<file path="config.mk">
export PLATFORM = sky130hd
export DESIGN_NAME = stb_trace_core
export DESIGN_NICKNAME = d
export VERILOG_FILES = /design/src/rtl/stb_trace_core.sv
export SDC_FILE = /design/constraint.sdc
export NUM_CORES = 2
export LEC_CHECK = 0
export CORE_UTILIZATION = 30
export CTS_BUF_LIST = sky130_fd_sc_hd__clkbuf_4
export DETAILED_ROUTE_END_ITERATION = 8
export SLEW_MARGIN = 20
export SYNTH_ARGS = -nofsm -noshare
export SYNTH_HDL_FRONTEND = slang
export SYNTH_SLANG_ARGS = --single-unit
</file>
<file path="constraint.sdc">
create_clock -name i_clk -period 5.6 [get_ports i_clk]
set_input_delay 1.12 -clock i_clk [delete_from_list [all_inputs] [get_ports i_clk]]
set_output_delay 1.12 -clock i_clk [all_outputs]
set_load 0.02 [all_outputs]
</file>
<file path="src/rtl/stb_trace_core.sv">
// stb_trace_core
// Circular trace/stream buffer shared between two modes.
//   Trace mode : samples from the FPGA side are captured around a trigger
//                and then unloaded oldest-first through a ready/valid port.
//   Stream mode: the memory is a FIFO from the system-side write port to the
//                FPGA-side trace output (popped with i_trace_valid).
// Ports
//   i_clk, i_rst_n            clock, synchronous active-low reset
//   i_mode, i_arm, i_disarm   mode select (latched on arm), start, abort
//   i_trig_delay              post-trigger sample count, sampled on trigger
//   i_trace_valid, i_trace    FPGA sample strobe/data (pop strobe in stream)
//   i_trig                    trigger, honoured only while armed
//   o_trace, o_trig           daisy-chained sample / popped word and flag
//   i_read_ready, o_read_valid, o_read_data    trace readout port
//   i_write_valid, o_write_ready, i_write_data stream write port
//   o_fill                    number of valid entries, 0..DEPTH
module stb_trace_core #(
    parameter  int TRACE_WIDTH = 8,
    parameter  int DEPTH       = 256,
    localparam int ADDR_W      = $clog2(DEPTH)
) (
    input  logic                   i_clk,
    input  logic                   i_rst_n,
    input  logic                   i_mode,
    input  logic                   i_arm,
    input  logic                   i_disarm,
    input  logic [ADDR_W-1:0]      i_trig_delay,
    input  logic                   i_trace_valid,
    input  logic [TRACE_WIDTH-1:0] i_trace,
    input  logic                   i_trig,
    output logic [TRACE_WIDTH-1:0] o_trace,
    output logic                   o_trig,
    input  logic                   i_read_ready,
    output logic                   o_read_valid,
    output logic [TRACE_WIDTH-1:0] o_read_data,
    input  logic                   i_write_valid,
    output logic                   o_write_ready,
    input  logic [TRACE_WIDTH-1:0] i_write_data,
    output logic [ADDR_W:0]        o_fill
);

    typedef enum logic [2:0] {
        ST_IDLE,
        ST_ARMED,
        ST_POST,
        ST_DONE,
        ST_STREAM
    } state_t;

    localparam logic [ADDR_W:0]   FILL_FULL = (ADDR_W+1)'(DEPTH);
    localparam logic [ADDR_W:0]   FILL_ONE  = (ADDR_W+1)'(1);
    localparam logic [ADDR_W-1:0] PTR_ONE   = ADDR_W'(1);

    logic [TRACE_WIDTH-1:0] r_mem [DEPTH];

    state_t                 r_state;
    logic [ADDR_W-1:0]      r_wptr;
    logic [ADDR_W-1:0]      r_rptr;
    logic [ADDR_W:0]        r_fill;
    logic [ADDR_W-1:0]      r_dcnt;
    logic [TRACE_WIDTH-1:0] r_traceOut;
    logic                   r_popValid;

    state_t                 w_stateNext;
    logic [ADDR_W-1:0]      w_wptrNext;
    logic [ADDR_W-1:0]      w_rptrNext;
    logic [ADDR_W:0]        w_fillNext;
    logic [ADDR_W-1:0]      w_dcntNext;
    logic [TRACE_WIDTH-1:0] w_traceNext;
    logic                   w_popValidNext;
    logic                   w_memWe;
    logic [TRACE_WIDTH-1:0] w_memData;
    logic                   w_push;
    logic                   w_pop;
    logic [TRACE_WIDTH-1:0] w_memRdData;

    assign w_memRdData = r_mem[r_rptr];

    // Next-state logic. Disarm wins over everything; arm is only looked at
    // in IDLE/DONE, so a trigger coinciding with arm never reaches ARMED.
    always_comb begin
        w_stateNext    = r_state;
        w_wptrNext     = r_wptr;
        w_rptrNext     = r_rptr;
        w_fillNext     = r_fill;
        w_dcntNext     = r_dcnt;
        w_traceNext    = (r_state == ST_STREAM) ? r_traceOut : i_trace;
        w_popValidNext = 1'b0;
        w_memWe        = 1'b0;
        w_memData      = i_trace;
        w_push         = 1'b0;
        w_pop          = 1'b0;

        if (i_disarm) begin
            w_stateNext = ST_IDLE;
            w_wptrNext  = '0;
            w_rptrNext  = '0;
            w_fillNext  = '0;
            w_dcntNext  = '0;
        end else begin
            unique case (r_state)
                ST_IDLE: begin
                    if (i_arm) begin
                        w_wptrNext  = '0;
                        w_rptrNext  = '0;
                        w_fillNext  = '0;
                        w_stateNext = i_mode ? ST_STREAM : ST_ARMED;
                    end
                end
                ST_ARMED, ST_POST: begin
                    if (i_trace_valid) begin
                        w_memWe    = 1'b1;
                        w_wptrNext = r_wptr + PTR_ONE;
                        if (r_fill != FILL_FULL) begin
                            w_fillNext = r_fill + FILL_ONE;
                        end
                    end
                    if (r_state == ST_ARMED) begin
                        if (i_trig) begin
                            w_dcntNext  = i_trig_delay;
                            w_stateNext = (i_trig_delay == '0) ? ST_DONE : ST_POST;
                        end
                    end else if (i_trace_valid) begin
                        w_dcntNext = r_dcnt - PTR_ONE;
                        if (r_dcnt == PTR_ONE) begin
                            w_stateNext = ST_DONE;
                        end
                    end
                    // Once the buffer has wrapped, the write pointer sits on
                    // the oldest sample; otherwise the oldest is at entry 0.
                    if (w_stateNext == ST_DONE) begin
                        w_rptrNext = (w_fillNext == FILL_FULL) ? w_wptrNext : '0;
                    end
                end
                ST_DONE: begin
                    if (i_arm) begin
                        w_wptrNext  = '0;
                        w_rptrNext  = '0;
                        w_fillNext  = '0;
                        w_stateNext = i_mode ? ST_STREAM : ST_ARMED;
                    end else begin
                        if ((r_fill != '0) && i_read_ready) begin
                            w_rptrNext = r_rptr + PTR_ONE;
                            w_fillNext = r_fill - FILL_ONE;
                        end
                        if (w_fillNext == '0) begin
                            w_stateNext = ST_IDLE;
                        end
                    end
                end
                ST_STREAM: begin
                    // Pop eligibility uses the registered fill, so a word
                    // written this cycle can never be popped in the same cycle.
                    w_push = i_write_valid && (r_fill != FILL_FULL);
                    w_pop  = i_trace_valid && (r_fill != '0);
                    if (w_push) begin
                        w_memWe    = 1'b1;
                        w_memData  = i_write_data;
                        w_wptrNext = r_wptr + PTR_ONE;
                    end
                    if (w_pop) begin
                        w_rptrNext     = r_rptr + PTR_ONE;
                        w_traceNext    = w_memRdData;
                        w_popValidNext = 1'b1;
                    end
                    if (w_push && !w_pop) begin
                        w_fillNext = r_fill + FILL_ONE;
                    end else if (!w_push && w_pop) begin
                        w_fillNext = r_fill - FILL_ONE;
                    end
                end
                default: begin
                    w_stateNext = ST_IDLE;
                end
            endcase
        end
    end

    // State, pointer and output registers.
    always_ff @(posedge i_clk) begin
        if (!i_rst_n) begin
            r_state    <= ST_IDLE;
            r_wptr     <= '0;
            r_rptr     <= '0;
            r_fill     <= '0;
            r_dcnt     <= '0;
            r_traceOut <= '0;
            r_popValid <= 1'b0;
        end else begin
            r_state    <= w_stateNext;
            r_wptr     <= w_wptrNext;
            r_rptr     <= w_rptrNext;
            r_fill     <= w_fillNext;
            r_dcnt     <= w_dcntNext;
            r_traceOut <= w_traceNext;
            r_popValid <= w_popValidNext;
        end
    end

    // Sample memory; contents are deliberately left unreset.
    always_ff @(posedge i_clk) begin
        if (i_rst_n && w_memWe) begin
            r_mem[r_wptr] <= w_memData;
        end
    end

    assign o_trace       = r_traceOut;
    assign o_trig        = (r_state == ST_DONE) || r_popValid;
    assign o_read_valid  = (r_state == ST_DONE) && (r_fill != '0);
    assign o_read_data   = w_memRdData;
    assign o_write_ready = (r_state == ST_STREAM) && (r_fill != FILL_FULL);
    assign o_fill        = r_fill;

endmodule

</file>
* Word level (Yosys, flattened, before mapping) *
Memory sizes are Yosys's and may differ from the RTL's. A register that Yosys moved wholly into a read port is not among the register bits.
Cells that the tools add are included.

storage, ports and cells
  output and inout bits = 28
  logic and storage cells = 113
  memories = 1
  RAM bits = 2,048
  bits in registers = 45
  input port bits = 33

memories
  name   words  width  rd ports  clocked after memory_dff  write ports  line  source
  r_mem  256    8      1         1                         1            54    logic [TRACE_WIDTH-1:0] r_mem [DEPTH];

operators by class
  bitwise logic cells = 2
  multiplexer cells = 54
  reduce and logical (&&, ||, !) cells = 27
  add/sub/neg operators = 5
  equality and inequality tests = 17

operators with widths
  cell                                               count
  two-way mux 8 bit                                  20
  two-way mux 9 bit                                  12
  case mux 9 bit (4 select lines)                    1
  case mux 8 bit (4 select lines)                    1
  two-way mux 3 bit                                  10
  case mux 8 bit (3 select lines)                    1
  adder 8 x 1 -> 8 bit (second input constant)       2
  case mux 3 bit (4 select lines)                    1
  AND reduction 3 bit                                4
  != test 2 bit (second input constant)              5
  adder 9 x 1 -> 9 bit (second input constant)       1
  == test 3 x 2 -> 1 bit (second input constant)     3
  == test 9 bit (second input constant)              1
  zero test 9 bit                                    1
  != test 3 bit (second input constant)              3
  != test 9 bit (second input constant)              1
  nonzero test 9 bit                                 1
  subtractor 9 x 1 -> 9 bit (second input constant)  1
  == test 8 x 1 -> 1 bit (second input constant)     1
  logical AND 1 bit                                  8
  zero test 8 bit                                    1
  subtractor 8 x 1 -> 8 bit (second input constant)  1
  two-way mux 1 bit                                  7
  OR reduction 2 bit                                 3
  other kinds (13)                                   15

* Logic depth before layout (Yosys ltp) *
  depth after elaboration = 11
  depth in mapped cells = 15
  gate-level depth less buffers = 13

* Worst setup path before layout *
No wires, ideal clock.

  kind = flip-flop to flip-flop
  start point = register r_fill[0] (netlist: o_fill[0])
  end point = memory r_mem[0][0] (data pin)
  cell stages (with the launch flop) = 10
  clock period less this slack = 4.529 ns
  data arrival time = 3.974 ns
  data required time = 5.044 ns
  path slack = 1.071 ns
  library setup time = 0.556 ns
  buffers on the path = 2
  path through = dfxtp_1 -> clkbuf_1 -> inv_1 -> ha_1 -> buf_2 -> nor4b_2 -> nand3_2 -> and2_1 -> nor3b_2 -> mux2_2

on the way
  cells in the longest elaborated chain, start to end = 5

RTL lines
  what                    line  source
  start, declared         59    logic [ADDR_W:0] r_fill;
  start signal, assigned  193   r_fill <= w_fillNext;
  != test 9 bit           154   w_push = i_write_valid && (r_fill != FILL_FULL);
  logical AND 1 bit       154
  two-way mux 8 bit       156   if (w_push) begin
  two-way mux 8 bit       101   unique case (r_state)
  two-way mux 8 bit       94    if (i_disarm) begin
  named net w_memData[0]  72    logic [TRACE_WIDTH-1:0] w_memData;
  end, declared           54

The timed path passes the listed nets, and every way through them passes these cells.

==> impl_metrics.json <==
{
  "outcome": "finished with violations",
  "violations": "setup timing",
  "die_area_mm2": 0.281,
  "synth_edf_count": 2048,
  "cp.required_ps": 4480,
  "cts.sinks": 2101,
  "crit_path_start_kind": "flip-flop",
  "criticalPathCategory": "reg2out",
  "nFillCells": 26000,
  "peakVddDrop_uv": 215,
  "grt_pass1_wl_mm": 366,
  "grt_pass1_vias": 48900,
  "maxSlewViolCount": 0,
  "portBuffers": 60,
  "cts_root_buf": "clkbuf_4",
  "drt_wl_total_mm": 261,
  "fin_skew_ps": 124,
  "finalWorstSetupSlack_ps": -18.6,
  "drive_above_1_share_pct": 34.0,
  "fp.dieW_um": 530,
  "cts_buffers": 559,
  "p_total_mw": 30.8,
  "min_path_type": "in2reg",
  "grtUsageMet1_pct": 23.9,
  "synthesis.nets": 4429,
  "async_reset_ff_share_pct": 0,
  "fin_crit_sh_pct": 100,
  "p_leak_nw": 30.6,
  "htreeDepth": 6,
  "ys_warn_count": 0,
  "initial_core_util_pct": 30.2,
  "io_pins": 61,
  "rsz0062_at_grt": "yes",
  "max_freq_ghz": 0.178,
  "cts.clk_slew.worst_paths_ps": 70,
  "stdcell_area_mm2": 0.0988,
  "cts_tree": "yes",
  "hpwl_mm": 161,
  "slew_headroom_pct": 16.9,
  "place_ws_ps": 252,
  "place.gp.congestion": 0.897,
  "finalSetupViolCount": 3,
  "area_delta_synth_final_pct": 18.0,
  "synth-seq-cells": 2101,
  "ys_types": 86,
  "routedWlPerCell_um": 28.5,
  "worstPathMaxFanout": 7,
  "die_height_um": 530,
  "cp.arrival_ps": 4500,
  "powerDensity_mw_per_mm2": 311,
  "whs_path_depth": 3,
  "min_period_ps": 5620,
  "drt_iter0_drc": 6468,
  "viasPerCell": 5.35,
  "reg2reg_depth": 9,
  "critPathCaptureType": "primary output",
  "synthFlopType": "edfxtp_1",
  "antenna_found_initial": 14,
  "busiest_layer": "met2",
  "row_count": 193,
  "final_antenna_net_count": 0,
  "synth_area_mm2": 0.0838,
  "drt-pass1-iter-count": 9,
  "cts_buffer_depth": 4,
  "worst_pin_slew_ps": 1240,
  "syn_area_per_cell_um2": 19.1,
  "grt_start_max_net_pins": 131,
  "hold_viol": 0,
  "maxCapViolations": 0,
  "vias": 49000,
  "holdBufCountCts": 0,
  "clock_latency_ps": 1410,
  "synth-seq-area-share_pct": 74.7,
  "core_area_mm2": 0.277,
  "holdWs_ps": 381,
  "dpl_cell_area_mm2": 0.0901,
  "grt-ovfl-total": 0,
  "synthCells": 4386,
  "nNetsFinal": 5136,
  "grt_use_met2_pct": 27.9,
  "gr-usage-met3_pct": 5.33,
  "setup_tns_ps": -44.0,
  "drc": 0,
  "grt_use_total_pct": 18.2
}
==> area by class of cell <==
| class | instances | area, um^2 | area share, % |
|---|---|---|---|
| antenna | 20 | 50.0 | 0.0506 |
| clock buffer | 810 | 6080 | 6.15 |
| clock inverter | 101 | 455 | 0.461 |
| inverter | 19 | 81.3 | 0.0823 |
| multi-input combinational | 2003 | 20500 | 20.7 |
| sequential | 2101 | 62600 | 63.3 |
| tap | 3705 | 4640 | 4.69 |
| timing repair buffer | 409 | 4490 | 4.54 |
==> registers in the layout, summed over array words and instances, names as in the netlist, named ones only <==
name,cells
r_wptr,8
o_fill,9
r_state,3
o_trace,8
r_rptr,8
r_mem,2048
r_dcnt,8
r_popValid,1
==> critical path, cell delays in order (launching register included) <==
cell	delay [ps]
dfxtp_4	370
buf_12	170
buf_16	170
buf_12	140
buf_16	140
mux4_2	400
o31ai_4	80
a41oi_2	170
nand4_1	550
o221ai_2	430
o311a_4	310
buf_6	140
==> synth_stat cells (7+ instances only) <==
library cell	instances	area share, %
clkbuf_1	88	0.39
a22o_1	20	0.21
nand2_1	204	0.91
buf_6	30	0.40
a21oi_1	85	0.51
xnor2_1	12	0.13
edfxtp_1	2048	73
and2_1	16	0.12
nor4_1	16	0.12
a2bb2oi_1	7	0.073
mux2_2	50	0.67
o31ai_1	7	0.063
buf_2	74	0.44
mux2i_1	160	1.9
nand3_1	58	0.35
or2_2	14	0.10
o22ai_1	64	0.48
a311oi_1	7	0.073
nand2b_1	24	0.18
buf_1	10	0.045
nand4_1	12	0.090
a221oi_1	19	0.20
o211ai_1	13	0.12
a31oi_1	37	0.28
nor2_1	353	1.6
buf_4	58	0.52
and3_1	13	0.097
a211oi_1	24	0.22
o21ai_0	57	0.34
mux4_2	443	12
o221ai_1	23	0.24
nand3b_1	10	0.090
inv_1	16	0.072
nor2b_1	38	0.28
a32oi_1	7	0.073
dfxtp_1	53	1.3
nor3_1	53	0.32
ha_1	10	0.15
a22oi_1	44	0.39
==> kinds of logic after synthesis <==
logic type                 after synthesis  share of synthesized area (%)
DFF                                   2101                           74.7
and+or+nand+nor                        833                           4.46
muxes                                  653                           14.5
AOI/OAI and AO/OA                      489                           4.10
buffers and inverters                  282                           1.94
xor gates and xnor gates                18                          0.188
adders and majority gates               10                          0.149
==> where the power goes <==
part,switching [mW],internal [mW]
registers,0.00702,17.3
clock network,6.25,6.67
logic,0.430,0.142
==> metrics by stage <==
step | utilization (%) | std cells
2_1_floorplan | - | 4386
6_report | 35.7 | 9168
3_3_place_gp | 32.5 | 8160
3_5_place_dp | 32.5 | 8160
5_1_grt | 35.6 | 9160
4_1_cts | 35.5 | 9123
==> layout by cell type, fill, tap and decap left out, drive strengths merged, types with 15 or more instances in the layout <==
master and n:
a31oi 37, a211oi 24, or2 15, a221oi 19, nand3 59, clkinv 86, mux2i 160, nor2 354
mux4 443, a21oi 85, edfxtp 2048, and2 16, a22o 20, mux2 50, inv 30, nor2b 38
nand2 204, nor4 16, nand2b 24, clkbuf 815, clkdlybuf4s50 52, nor3 53, a22oi 44, buf 343
dfxtp 53, o221ai 23, o21ai 63, o22ai 64, diode 20
==> repair_timing <==
action / CTS / global route
pin swaps: 25 / 16
setup endpoints to repair: 8 / 8
gates cloned: 10 / 3
hold endpoints to repair: 0 / 0
setup buffers: 42 / 22
resized for setup: 200 / 48
==> routing by layer <==
| metal | share of wire, % | wire [um] |
|---|---|---|
| met2 | 46 | 119000 |
| met3 | 12 | 30600 |
| met1 | 38 | 99800 |
| met4 | 4.3 | 11300 |
| met5 | 0.026 | 67 |
==> path summary, 6_finish.rpt <==
kind	start	end	slack [ps]
worst max-delay path	flip-flop	o_read_data[4]	-20
worst max register to register	o_fill[0]$_SDFFE_PP0P_	r_mem[82][5]$_DFFE_PP_	1180
worst min-delay path	i_trig_delay[0]	r_dcnt[0]$_SDFFE_PP0P_	380
worst min register to register	r_dcnt[1]$_SDFFE_PP0P_	r_dcnt[1]$_SDFFE_PP0P_	500
(Power assumes the default switching activity.)
==> RTL change (same flow settings) <==
`TRACE_WIDTH`: 8 -> 12.
--- a/src/rtl/stb_trace_core.sv
+++ b/src/rtl/stb_trace_core.sv
@@ -16,5 +16,5 @@
 //   o_fill                    number of valid entries, 0..DEPTH
 module stb_trace_core #(
-    parameter  int TRACE_WIDTH = 8,
+    parameter  int TRACE_WIDTH = 12,
     parameter  int DEPTH       = 256,
     localparam int ADDR_W      = $clog2(DEPTH)
Interface: changed (resized i_trace, i_write_data, o_read_data and o_trace); port bits go from 61 to 77. No check against the original RTL was run, so the function may have changed too.
==> RTL change against the unedited design <==
First-iteration DRC count increased by 53%; clock skew is 0.013 ns higher; cell area increased by 49%; fmax down 6.4%; total power rose by 48%; die area up 46%; register-to-register slack lost 0.60 ns; highest routed layer unchanged; sequential cell count grew 1028; utilization grew 0.71 points; the run ends with design-rule violations, negative setup slack left; area after synthesis up 46%; wire length up 48%; worst setup slack got worse by 0.39 ns; sequential share of layout area fell by 0.067 points; largest power group unchanged; largest cell class unchanged; final cell count grew 44%; critical path type unchanged.
==> RTL change: results (changes against the unedited design) <==
| Metric | Value |
|---|---|
| Status | finished, violations left |
| Failing checks | design-rule violations, negative setup slack |
| Worst reg2reg endpoint | r_mem[115][0] |
| Largest register FFs | 3072 (+50%) |
| Hold path startpoint | i_trace[6] |
| Met3 usage | 4.67% (-0.65 points) |
| Critical Path Sink | o_read_data[11] |
| Final clock skew | 0.137 ns (+0.0129 ns) |
| Synth Net Count | 5928 (+34%) |
| # nets final | 7199 (+40%) |
| Layout cells sized above 1 | 39.1% (+5.1 points) |
| Total CTS buffers | 777 (+39%) |
| GRT met1 Usage | 24.3% (+0.46 points) |
| Leak | 46.3 nW (+51%) |
| I/O Buffers | 76 (+27%) |
| Hold Crit Endpoint | o_trace[6] |
| Largest net degree at the start of global routing | 145 (+11%) |
| Met1 wire length | 147000 um (+47%) |
| Wire length of the first global-routing pass | 533000 um (+45%) |
| Most instantiated cells after synthesis | edfxtp_1 (3072), mux4_2 (788), nor2_1 (362) |
| Area contributors post-synth | edfxtp_1 (75%), mux4_2 (15%), nor2_1 (1.1%), dfxtp_1 (0.93%), mux2i_1 (0.84%) |
| Sequential share of the synthesized area | 76.3% (+1.7 points) |
| CP arrival | 4.88 ns (+0.38 ns) |
| CP max FO | 5 (-2) |
| FF+latch count, synth | 3129 (+49%) |
| Reg2reg setup slack | 0.58 ns (-0.60 ns) |
| Wire length on met2 | 180000 um (+51%) |
| Post-CTS sizing | 275 (+38%) |
| Final Wtd Congestion | 0.915 (+2.0%) |
| Post-synth EDFFs | 3072 (+50%) |
| Global Route Usage Sum | 18.3% (+0.029 points) |
| Setup Buffers After CTS | 71 (+69%) |
| Unique masters post-synth | 77 (-10%) |
| Metal3 WL | 43900 um (+43%) |
| Final setup viols | 12 (+9) |
| DRC | 78 (+78) |
| Grt met2 use | 28.4% (+0.49 points) |
| FILL cells | 37400 (+44%) |
| Antenna violations before repair | 20 (+6) |
| Clk Latency, worst-skew pair | 1.61 ns (+0.20 ns) |
| Starting DRT DRC Count | 9901 (+53%) |
| Vias in the first global route | 68900 (+41%) |
| Pre-CTS setup slack | -0.0103 ns (-0.263 ns) |
| Routed via count | 70000 (+43%) |
| Tightest Pin Transition | 1.22 ns (-0.0172 ns) |
| Routed WL | 387000 um (+48%) |
| Worst Slack Setup Final | -0.404 ns (-0.386 ns) |
-- RTL change: changes by cell type after synthesis, moves of 18 or more --
cell,before,now
clkbuf_1,88,163
mux2i_1,160,103
a22oi_1,44,103
buf_6,30,4
buf_4,58,76
nand3_1,58,79
o21ai_0,57,80
mux4_2,443,788
edfxtp_1,2048,3072
-- RTL change: layout make-up --
cell class	count	area (um^2)	area share [%]
clock buffer	1098	8240	5.58
timing repair buffer	842	8720	5.90
antenna	19	47.5	0.0322
clock inverter	279	1650	1.12
sequential	3129	93400	63.2
inverter	27	126	0.0856
multi-input combinational	2371	28700	19.4
tap	5428	6790	4.60
-- RTL change: where the power goes --
group          internal, mW  total, mW  switching [mW]
sequential             25.7       25.8          0.0118
combinational         0.157      0.759           0.603
clock                  9.39       19.0            9.64
total                  35.3       45.5            10.3
-- RTL change: worst max-delay path, cell delays in order (launching register included) --
cell	delay (ns)
dfxtp_4	0.38
buf_12	0.10
buf_12	0.14
bufbuf_16	0.28
mux4_2	0.52
mux4_2	0.59
nand2_4	0.14
a41oi_2	0.19
buf_4	0.20
nor3_4	0.41
nor4_4	0.13
buf_12	0.16
-- RTL change: metrics by stage --
step	hold slack (ns)	instances	power, mW	cell area [um^2]	TNS (ns)
floorplan	0.445	5877	26.6	122000	0
global placement	0.459	11600	27.0	134000	-0.263
detailed placement	0.466	11600	27.0	134000	-0.0103
CTS	0.0577	13100	45.9	146000	-5.52
global route	0.130	13200	47.0	148000	-4.91
finish	0.238	13200	45.5	148000	-3.68
-- RTL change: kinds of logic after synthesis --
family / Yosys count / synth area share [%]
DFF: 3129 / 76.3
muxes: 927 / 15.7
and+or+nand+nor: 871 / 3.19
AOI/OAI and AO/OA: 541 / 3.05
buffers and inverters: 377 / 1.50
xor gates and xnor gates: 22 / 0.157
adders and majority gates: 10 / 0.102
